File: config.mk
export PLATFORM = sky130hd
export DESIGN_NAME = svsd_display_rx
export DESIGN_NICKNAME = d
export VERILOG_FILES = /design/src/rtl/svsd_pkg.sv /design/src/rtl/svsd_seg_decode.sv /design/src/rtl/svsd_display_rx.sv
export SDC_FILE = /design/constraint.sdc
export NUM_CORES = 1
export LEC_CHECK = 0
export CAP_MARGIN = 40
export CORE_ASPECT_RATIO = 1.5
export CORE_MARGIN = 5
export CORE_UTILIZATION = 62
export DETAILED_ROUTE_END_ITERATION = 12
export PLACE_DENSITY = 0.91
export SKIP_CTS_REPAIR_TIMING = 1
export SLEW_MARGIN = 10
export SYNTH_ARGS = -nofsm -noshare
export SYNTH_HDL_FRONTEND = slang
export SYNTH_SLANG_ARGS = --single-unit
File: constraint.sdc
create_clock -name clk_clk -period 4.1 [get_ports clk_clk]
set_input_delay 0.41 -clock clk_clk [delete_from_list [all_inputs] [get_ports clk_clk]]
set_output_delay 0.41 -clock clk_clk [all_outputs]
set_load 0.005 [all_outputs]
File: src/rtl/svsd_pkg.sv
// Shared codes, glyphs and decode helper for the svsd display receiver.
// Segment constants are active-high, bit order {g,f,e,d,c,b,a}.
package svsd_pkg;

   localparam logic [3:0] SVSD_CODE_DASH  = 4'hA;
   localparam logic [3:0] SVSD_CODE_BLANK = 4'hF;

   localparam logic [6:0] SEG_0    = 7'h3F;
   localparam logic [6:0] SEG_1    = 7'h06;
   localparam logic [6:0] SEG_2    = 7'h5B;
   localparam logic [6:0] SEG_3    = 7'h4F;
   localparam logic [6:0] SEG_4    = 7'h66;
   localparam logic [6:0] SEG_5    = 7'h6D;
   localparam logic [6:0] SEG_6    = 7'h7D;
   localparam logic [6:0] SEG_7    = 7'h07;
   localparam logic [6:0] SEG_8    = 7'h7F;
   localparam logic [6:0] SEG_9    = 7'h6F;
   localparam logic [6:0] SEG_DASH = 7'h40;
   localparam logic [6:0] SEG_OFF  = 7'h00;

   // Codes B..F all fall through to blank.
   function automatic logic [6:0] svsd_decode(
      input logic [3:0] code
   );
      logic [6:0] seg;
      seg = SEG_OFF;
      case (code)
         4'd0:           seg = SEG_0;
         4'd1:           seg = SEG_1;
         4'd2:           seg = SEG_2;
         4'd3:           seg = SEG_3;
         4'd4:           seg = SEG_4;
         4'd5:           seg = SEG_5;
         4'd6:           seg = SEG_6;
         4'd7:           seg = SEG_7;
         4'd8:           seg = SEG_8;
         4'd9:           seg = SEG_9;
         SVSD_CODE_DASH: seg = SEG_DASH;
         default:        seg = SEG_OFF;
      endcase
      return seg;
   endfunction

endpackage

File: src/rtl/svsd_seg_decode.sv
// One digit of 4-bit code to active-high seven-segment pattern.
// Purely combinational; the top registers the result.
module svsd_seg_decode
   import svsd_pkg::*;
(
   input  logic [3:0] code,
   output logic [6:0] seg
);

   // Table lookup through the shared package helper.
   always_comb begin
      seg = svsd_decode(code);
   end

endmodule

File: src/rtl/svsd_display_rx.sv
// Receives six svsd digit exports, filters torn updates, decodes and blinks.
// Optional SVSD_LZB_EN macro enables leading-zero blanking.
module svsd_display_rx
   import svsd_pkg::*;
#(
   parameter int NUM_DIGITS        = 6,
   parameter int STABLE_CYCLES     = 1024,
   parameter int BLINK_HALF_PERIOD = 25000000,
   parameter int SEG_ACTIVE_LOW    = 1
) (
   input  logic                    clk_clk,
   input  logic                    reset_reset,
   input  logic [4*NUM_DIGITS-1:0] svsd_digits_i,
   input  logic [NUM_DIGITS-1:0]   blink_mask_i,
   output logic [7*NUM_DIGITS-1:0] hex_o,
   output logic                    update_pulse_o,
   output logic                    stable_o
);

   localparam int SCW = $clog2(STABLE_CYCLES + 1);
   localparam int BCW = (BLINK_HALF_PERIOD > 1) ?
                        $clog2(BLINK_HALF_PERIOD) : 1;

   localparam logic [SCW-1:0] SC_MAX = SCW'(STABLE_CYCLES);
   localparam logic [BCW-1:0] BC_MAX = BCW'(BLINK_HALF_PERIOD - 1);

   localparam logic [7*NUM_DIGITS-1:0] HEX_OFF =
      (SEG_ACTIVE_LOW != 0) ? {7*NUM_DIGITS{1'b1}} :
                              {7*NUM_DIGITS{1'b0}};

   logic [4*NUM_DIGITS-1:0] samp;
   logic [4*NUM_DIGITS-1:0] committed;
   logic [SCW-1:0]          scnt;
   logic                    commit_en;

   logic [BCW-1:0]          bcnt;
   logic                    phase;
   logic [NUM_DIGITS-1:0]   mask_q;
   logic                    restart;
   logic                    phase_eff;

   logic [6:0]              seg_dec [NUM_DIGITS];
   logic [NUM_DIGITS-1:0]   lzb_blank;
   logic [7*NUM_DIGITS-1:0] seg_raw;

   assign commit_en = (scnt == SC_MAX) && (samp != committed);

   assign restart   = (mask_q == '0) && (blink_mask_i != '0);

   // A fresh blink start must show digits, even before phase clears.
   assign phase_eff = phase & ~restart;

   // Sample the exports and count how long they have stayed unchanged.
   always_ff @(posedge clk_clk) begin
      if (reset_reset) begin
         samp     <= '0;
         scnt     <= '0;
         stable_o <= 1'b0;
      end else begin
         samp     <= svsd_digits_i;
         stable_o <= (scnt == SC_MAX);
         if (svsd_digits_i != samp)
            scnt <= '0;
         else if (scnt != SC_MAX)
            scnt <= scnt + SCW'(1);
      end
   end

   // Commit a stable, changed digit set and flag it for one cycle.
   always_ff @(posedge clk_clk) begin
      if (reset_reset) begin
         committed      <= {NUM_DIGITS{SVSD_CODE_BLANK}};
         update_pulse_o <= 1'b0;
      end else begin
         update_pulse_o <= commit_en;
         if (commit_en)
            committed <= samp;
      end
   end

   // Free-running blink phase, restarted when blinking is first enabled.
   always_ff @(posedge clk_clk) begin
      if (reset_reset) begin
         bcnt   <= '0;
         phase  <= 1'b0;
         mask_q <= '0;
      end else begin
         mask_q <= blink_mask_i;
         if (restart) begin
            bcnt  <= '0;
            phase <= 1'b0;
         end else if (bcnt == BC_MAX) begin
            bcnt  <= '0;
            phase <= ~phase;
         end else begin
            bcnt <= bcnt + BCW'(1);
         end
      end
   end

   for (genvar g = 0; g < NUM_DIGITS; g++) begin : g_dec
      svsd_seg_decode u_dec (
         .code (committed[4*g +: 4]),
         .seg  (seg_dec[g])
      );
   end

   // Leading zeros from the top digit down; digit 0 always shows.
   always_comb begin
      lzb_blank = '0;
`ifdef SVSD_LZB_EN
      begin : lzb_scan
         logic lead;
         lead = 1'b1;
         for (int i = NUM_DIGITS - 1; i > 0; i--) begin
            if (lead && (committed[4*i +: 4] == 4'd0))
               lzb_blank[i] = 1'b1;
            else
               lead = 1'b0;
         end
      end
`endif
   end

   // Apply zero blanking and blink blanking to each decoded group.
   always_comb begin
      seg_raw = '0;
      for (int i = 0; i < NUM_DIGITS; i++) begin
         if (lzb_blank[i] || (phase_eff && blink_mask_i[i]))
            seg_raw[7*i +: 7] = SEG_OFF;
         else
            seg_raw[7*i +: 7] = seg_dec[i];
      end
   end

   // Register the segment drive in the board polarity.
   always_ff @(posedge clk_clk) begin
      if (reset_reset)
         hex_o <= HEX_OFF;
      else if (SEG_ACTIVE_LOW != 0)
         hex_o <= ~seg_raw;
      else
         hex_o <= seg_raw;
   end

endmodule

Word-level counts from Yosys, hierarchy flattened:

Memories as Yosys holds them, arrays and structs flattened. A register that Yosys moved wholly into a read port is not among the register bits.
Cells that the tools add are included.

* register bits after elaboration: 135
* bits in latches: 0
* bits in writable memories: 0
* bits in read-only memories: 672
* input port bits: 32
* logic and storage cells: 57
* memories kept: 6

* add/sub/neg operators: 2
* multipliers: 0
* divide/modulo/power cells: 0
* order comparisons: 0
* equal/unequal tests: 5
* shift-type cells: 0
* mux-type cells: 18
* bitwise operators: 4
* reduce and logical (&&, ||, !) cells: 13

Memory list
* (name not given): depth 16, bits a word 7, read ports 1, clocked after memory_dff 1, write ports 0, RTL line svsd_pkg.sv:27 `case (code)`
* (name not given): depth 16, bits a word 7, read ports 1, clocked after memory_dff 1, write ports 0, RTL line svsd_pkg.sv:27
* (name not given): depth 16, bits a word 7, read ports 1, clocked after memory_dff 1, write ports 0, RTL line svsd_pkg.sv:27
* (name not given): depth 16, bits a word 7, read ports 1, clocked after memory_dff 1, write ports 0, RTL line svsd_pkg.sv:27
* (name not given): depth 16, bits a word 7, read ports 1, clocked after memory_dff 1, write ports 0, RTL line svsd_pkg.sv:27
* (name not given): depth 16, bits a word 7, read ports 1, clocked after memory_dff 1, write ports 0, RTL line svsd_pkg.sv:27

Operator list (count)
* $mux 4: 12
* $ne 24x24->1: 2
* $mux 7: 6
* $not 42->42: 1
* $add 25x1->25 const B: 1
* $eq 25x25->1 const B: 1
* $add 11x1->11 const B: 1
* $eq 11x11->1 const B: 1
* $ne 11x11->1 const B: 1
* $logic_and 1x1->1: 8
* $logic_not 6->1: 1
* $reduce_bool 6->1: 1
* $reduce_or 2->1: 2
* $reduce_or 3->1: 1
* $not 1->1: 2
* $and 1x1->1: 1

Logic depth before layout (Yosys ltp):

* word-level depth: 7
* depth in mapped cells: 14
* mapped depth without buffers: 12

By module:

From an unflattened synthesis, not the netlist that was laid out.

* cells, all modules: 638
* area, all modules: 6180.9 um^2

By module, submodules not included
* svsd_display_rx: times used 1, cells each 474, area each 4959.8 um^2, seq. area each 2702.6 um^2
* svsd_seg_decode (g_dec[1].u_dec ...): times used 5, cells each 27, area each 201.4 um^2, seq. area each 0.0 um^2
* svsd_seg_decode (g_dec[0].u_dec): times used 1, cells each 29, area each 214.0 um^2, seq. area each 0.0 um^2

Worst setup path before layout:

No wires, ideal clock.

* kind: register to register
* from: register samp[11]
* to: register, netlist name g_dec[5].u_dec.seg[2]
* setup time: 130 ps
* arrival time: 2577 ps
* data required time: 3970 ps
* path slack: 1392 ps
* stages on the path, launching flop included: 14
* clock period less this slack: 2708 ps
* cells stage by stage: dfxtp_1 > buf_2 > xor2_1 > nor4_2 > and4_1 > a21oi_2 > buf_6 > buf_2 > a211o_1 > inv_1 > ha_1 > inv_1 > a2111oi_0 > o21ai_0

* cells in the longest elaborated chain, start to end: 4

Ends and longest elaborated chain
* start: declaration: RTL line svsd_display_rx.sv:31 `logic [4*NUM_DIGITS-1:0] samp;`
* start signal: assignment: RTL line svsd_display_rx.sv:60 `samp <= svsd_digits_i;`
* $ne 24x24->1: RTL line svsd_display_rx.sv:46 `assign commit_en = (scnt == SC_MAX) && (samp != committed);`
* $logic_and 1x1->1: RTL line svsd_display_rx.sv:46
* $mux 4 (no source line) (2 in series)

Every way passes these cells.
A chain may end at the register's enable or synchronous reset.

Worst setup path in the final report:

* from: register scnt[2]
* to: register, netlist name g_dec[4].u_dec.seg[4]

* cells in the longest elaborated chain, start to end: 4

Ends and longest elaborated chain
* start: declaration: RTL line svsd_display_rx.sv:33 `logic [SCW-1:0] scnt;`
* start signal: assignment: RTL line svsd_display_rx.sv:65 `scnt <= scnt + SCW'(1);`
* $eq 11x11->1: RTL line svsd_display_rx.sv:46
* $logic_and 1x1->1: RTL line svsd_display_rx.sv:46
* $mux 4 (no source line) (2 in series)

Every way passes these cells.

==> run summary <==
The flow ran to the end, and the final reports show no timing, DRC or antenna violations. The number of global-route vias before repair was 6205; the clock buffer count from CTS was 17. The most instantiated flip-flop cell in the synthesis netlist is dfxtp_1. Yosys printed 0 warnings. The kind of path behind the tightest hold check was reg2reg. The synthesized netlist devotes 19.6% of its cell area to simple gates. For this design the ratio of total power to cell area is 384 mW/mm^2. The final count of hold timing violations is 0. For this block, the initial DRC count from the detailed router was 454. Once the floorplan was initialized, standard cells occupied 63.1% of the core. Initial antenna violation count: 0. dfxtp_1 takes more of the synthesized area than any other cell. Leaving out fill and tap cells, the most frequent cells in the layout are dfxtp_1 (177), clkdlybuf4s50_1 (74), nor2_1 (70).

The number of slew-limit violations in the final report was 0; the biggest fanout along the worst timing path was 31. Summed over all nets, the half-perimeter wirelength after detailed placement is 12500 um. The xor and xnor fraction of the mapped netlist area was 10.3%.

Clock-pin slew was measured on the worst setup and hold paths at 0.07 ns. The tools report the routed length on met1 as 6790 um. From synthesis to final layout, the design area changed by 17.1%. Buffers placed on the I/O ports in this run total 75. Detailed routing placed a total of 1100 um of wire on met3. For the H-tree depth, the log shows 4.

The highest clock rate was 289 MHz; the synthesized-area fraction occupied by ao, oa, aoi and oai cells was 12.5%. The number of placed I/O pins came out at 76. Number of clock sinks: 177. The clock reaches the later pin of the worst-skew pair after 0.43 ns. Entering global routing, the biggest net connects 81 pins. For this run, the share of the core covered by cells in the final layout is 73.9%. Fraction of registers with async set/reset: 0%.

The die is 148 um tall. TritonCTS built the clock tree. The post-synthesis register bit count is 177, and the number of placement rows is 50.

The tools report the net count of the finished layout as 947. In the post-synthesis netlist, the biggest area contributors are dfxtp_1 (45%), ha_1 (6.2%), xor2_1 (5.9%). The tools report the number of unique standard cell types used by synthesis as 63.

The largest buffer count on any clock path is 2, and the synthesized area divided by synthesized cell count is 9.61 sq um. The floorplan step set the die width to 102 um. The library cell used most frequently in the layout, excluding fill and tap cells, is dfxtp_1. For the data required time of the worst path, the log shows 4.39 ns.

The buffer type at the clock tree root was clkbuf_16. The final critical path takes up 84.3% of the cycle. The fraction of the mapped netlist area in adder cells came out at 6.18%.

The overall power after layout is 3.55 mW, and the final routed wire length divided by cell count is 17.2 um. The worst-case IR drop observed on VDD is 225 uV. STA classifies the critical path startpoint as a flip-flop. The run gives 9550 um as the sum of met2 wire segment lengths after detailed routing. The dominant combinational cell family by area after synthesis was simple AND/OR/NAND/NOR gates.

In this run, synthesis inferred 0 flip-flops with an integrated enable. Of the synthesized area, sequential elements account for 44.9%. Clock skew on the completed layout was measured at 0.0115 ns. The global-route wire length before repair was 29700 um; the actual slew at the worst max-slew pin was 0.876 ns.

For this run, the detailed router's first-pass iteration total came to 5. The logs give 41.4% for the relative slew slack and 3.75 ns for the worst path arrival time. Counting every net in the synthesized netlist gives 892. The logs give 1045 for the number of standard cells in the layout, taps in and fillers out and 821 for the cell count after synthesis. The tools report the minimum setup slack after placement as 0.786 ns. Using the TritonRoute via totals, the vias-per-cell ratio works out to 5.91. For the area of the die, the log shows 0.0151 sq mm. Share of cell area taken by muxes after synthesis: 1.30%. Signal routing reaches up to met4.

The post-synthesis cell area was 0.00789 sq mm; the number of diodes added for antenna fixing was 0. Global routing finished with a remaining overflow of 0. Adding up every negative setup slack in the final design gives 0 ns. The logs give 0.645 ns for the worst setup slack after layout and 1013 for the post-placement cell count.

Max-cap violations in this run came to 0. The area inside the core boundary was 0.0125 sq mm; the combined global-route utilization of all metal layers was 24.7%. The congestion estimate from routability-driven global placement came to 0.861. The final route contains 6172 vias.

The remaining antenna violation count was 0. Of the post-synthesis cell area, the dominant cell type holds 44.9%. The worst setup path is captured at a flip-flop. For this design the static power due to leakage is 3.45 nW. Setup repair after global routing left no endpoint under its margin. The total routed wirelength came out at 18000 um. Type of the worst setup path: reg2reg. Setup violations remaining at the end of the flow were counted as 0. Cells with a size suffix above 1 make up 8.10% of the layout.

The time the final worst path needs with I/O delays and setup was 3.45 ns. After detailed routing, the number of remaining DRC violations is 0.
where the power goes:
part / internal, mW / switching (mW)
combinational: 0.0676 / 0.0760
clock: 0.945 / 0.689
sequential: 1.74 / 0.0325
total: 2.75 / 0.797
stage by stage:
step                      area [sq um]  hold WS (ns)
after floorplan                   7890         0.343
after global placement            8640         0.346
after detailed placement          8640         0.347
after CTS                         9240         0.360
after global routing              9240         0.371
final                             9240         0.358
worst paths after layout:
path                                       startpoint               endpoint  slack (ns)  cells past startpoint
worst max-delay path                          scnt[2]  g_dec[4].u_dec.seg[4]        0.65                     10
worst min-delay path            g_dec[5].u_dec.seg[2]              hex_o[37]        0.36                      1
worst max register to register                scnt[2]  g_dec[4].u_dec.seg[4]        0.65                     10
worst min register to register  g_dec[5].u_dec.seg[2]              hex_o[37]        0.36                      1
state kept, by name, indices dropped and copies added, names as in the netlist:
name / cells
committed: 24
bcnt: 25
mask_q: 6
update_pulse_o: 1
samp: 24
phase: 1
scnt: 11
stable_o: 1
g_dec.u_dec.seg: 42
hex_o: 42
layer usage:
metal  track usage, %  up-vias
met4             10.5        0
met1             27.7     2921
met5                0        -
met2             44.1      265
li1                 -     2930
met3             5.16       56
cell families after synthesis:
logic type / Yosys count
simple gates: 294
flops: 177
compound gates: 122
xor+xnor: 93
buf+inv: 86
fa+ha+maj: 39
mux: 10
worst max-delay path: stages, from the launching register on:
cell and delay (ns):
dfxtp_1 0.36, nor4b_1 0.39, nand4_1 0.46, a21oi_4 0.85, buf_4 0.38, a211o_1 0.24, inv_1 0.11, ha_1 0.21
inv_1 0.07, o211a_1 0.17, o22ai_1 0.08
Yosys cell counts (all sizes together), types with 3 or more instances:
| library cell | instances |
|---|---|
| o21a | 6 |
| clkbuf | 21 |
| nor2 | 70 |
| o21ai | 13 |
| o211ai | 4 |
| nor4 | 9 |
| or3 | 5 |
| o32a | 4 |
| and4 | 4 |
| nand2 | 68 |
| nand4 | 10 |
| nor4b | 18 |
| or4 | 11 |
| a221oi | 7 |
| mux2i | 8 |
| a211o | 16 |
| ha | 39 |
| o221ai | 6 |
| a31oi | 6 |
| o32ai | 7 |
| o22ai | 8 |
| o41a | 4 |
| a22oi | 3 |
| dfxtp | 177 |
| a21oi | 27 |
| inv | 38 |
| and2 | 13 |
| nand3 | 22 |
| buf | 26 |
| xor2 | 53 |
| nor2b | 32 |
| and3 | 12 |
| xnor2 | 40 |
| nor3 | 15 |
area by class of cell:
type / count / area [sq um]
Clock buffer: 20 / 457
Tap cell: 156 / 195
Fill cell: 844 / 3270
Clock inverter: 12 / 145
Timing Repair Buffer: 83 / 808
Inverter: 39 / 146
Sequential cell: 177 / 3540
Multi-Input combinational cell: 558 / 3950
Power figures use the tool's default switching activity.
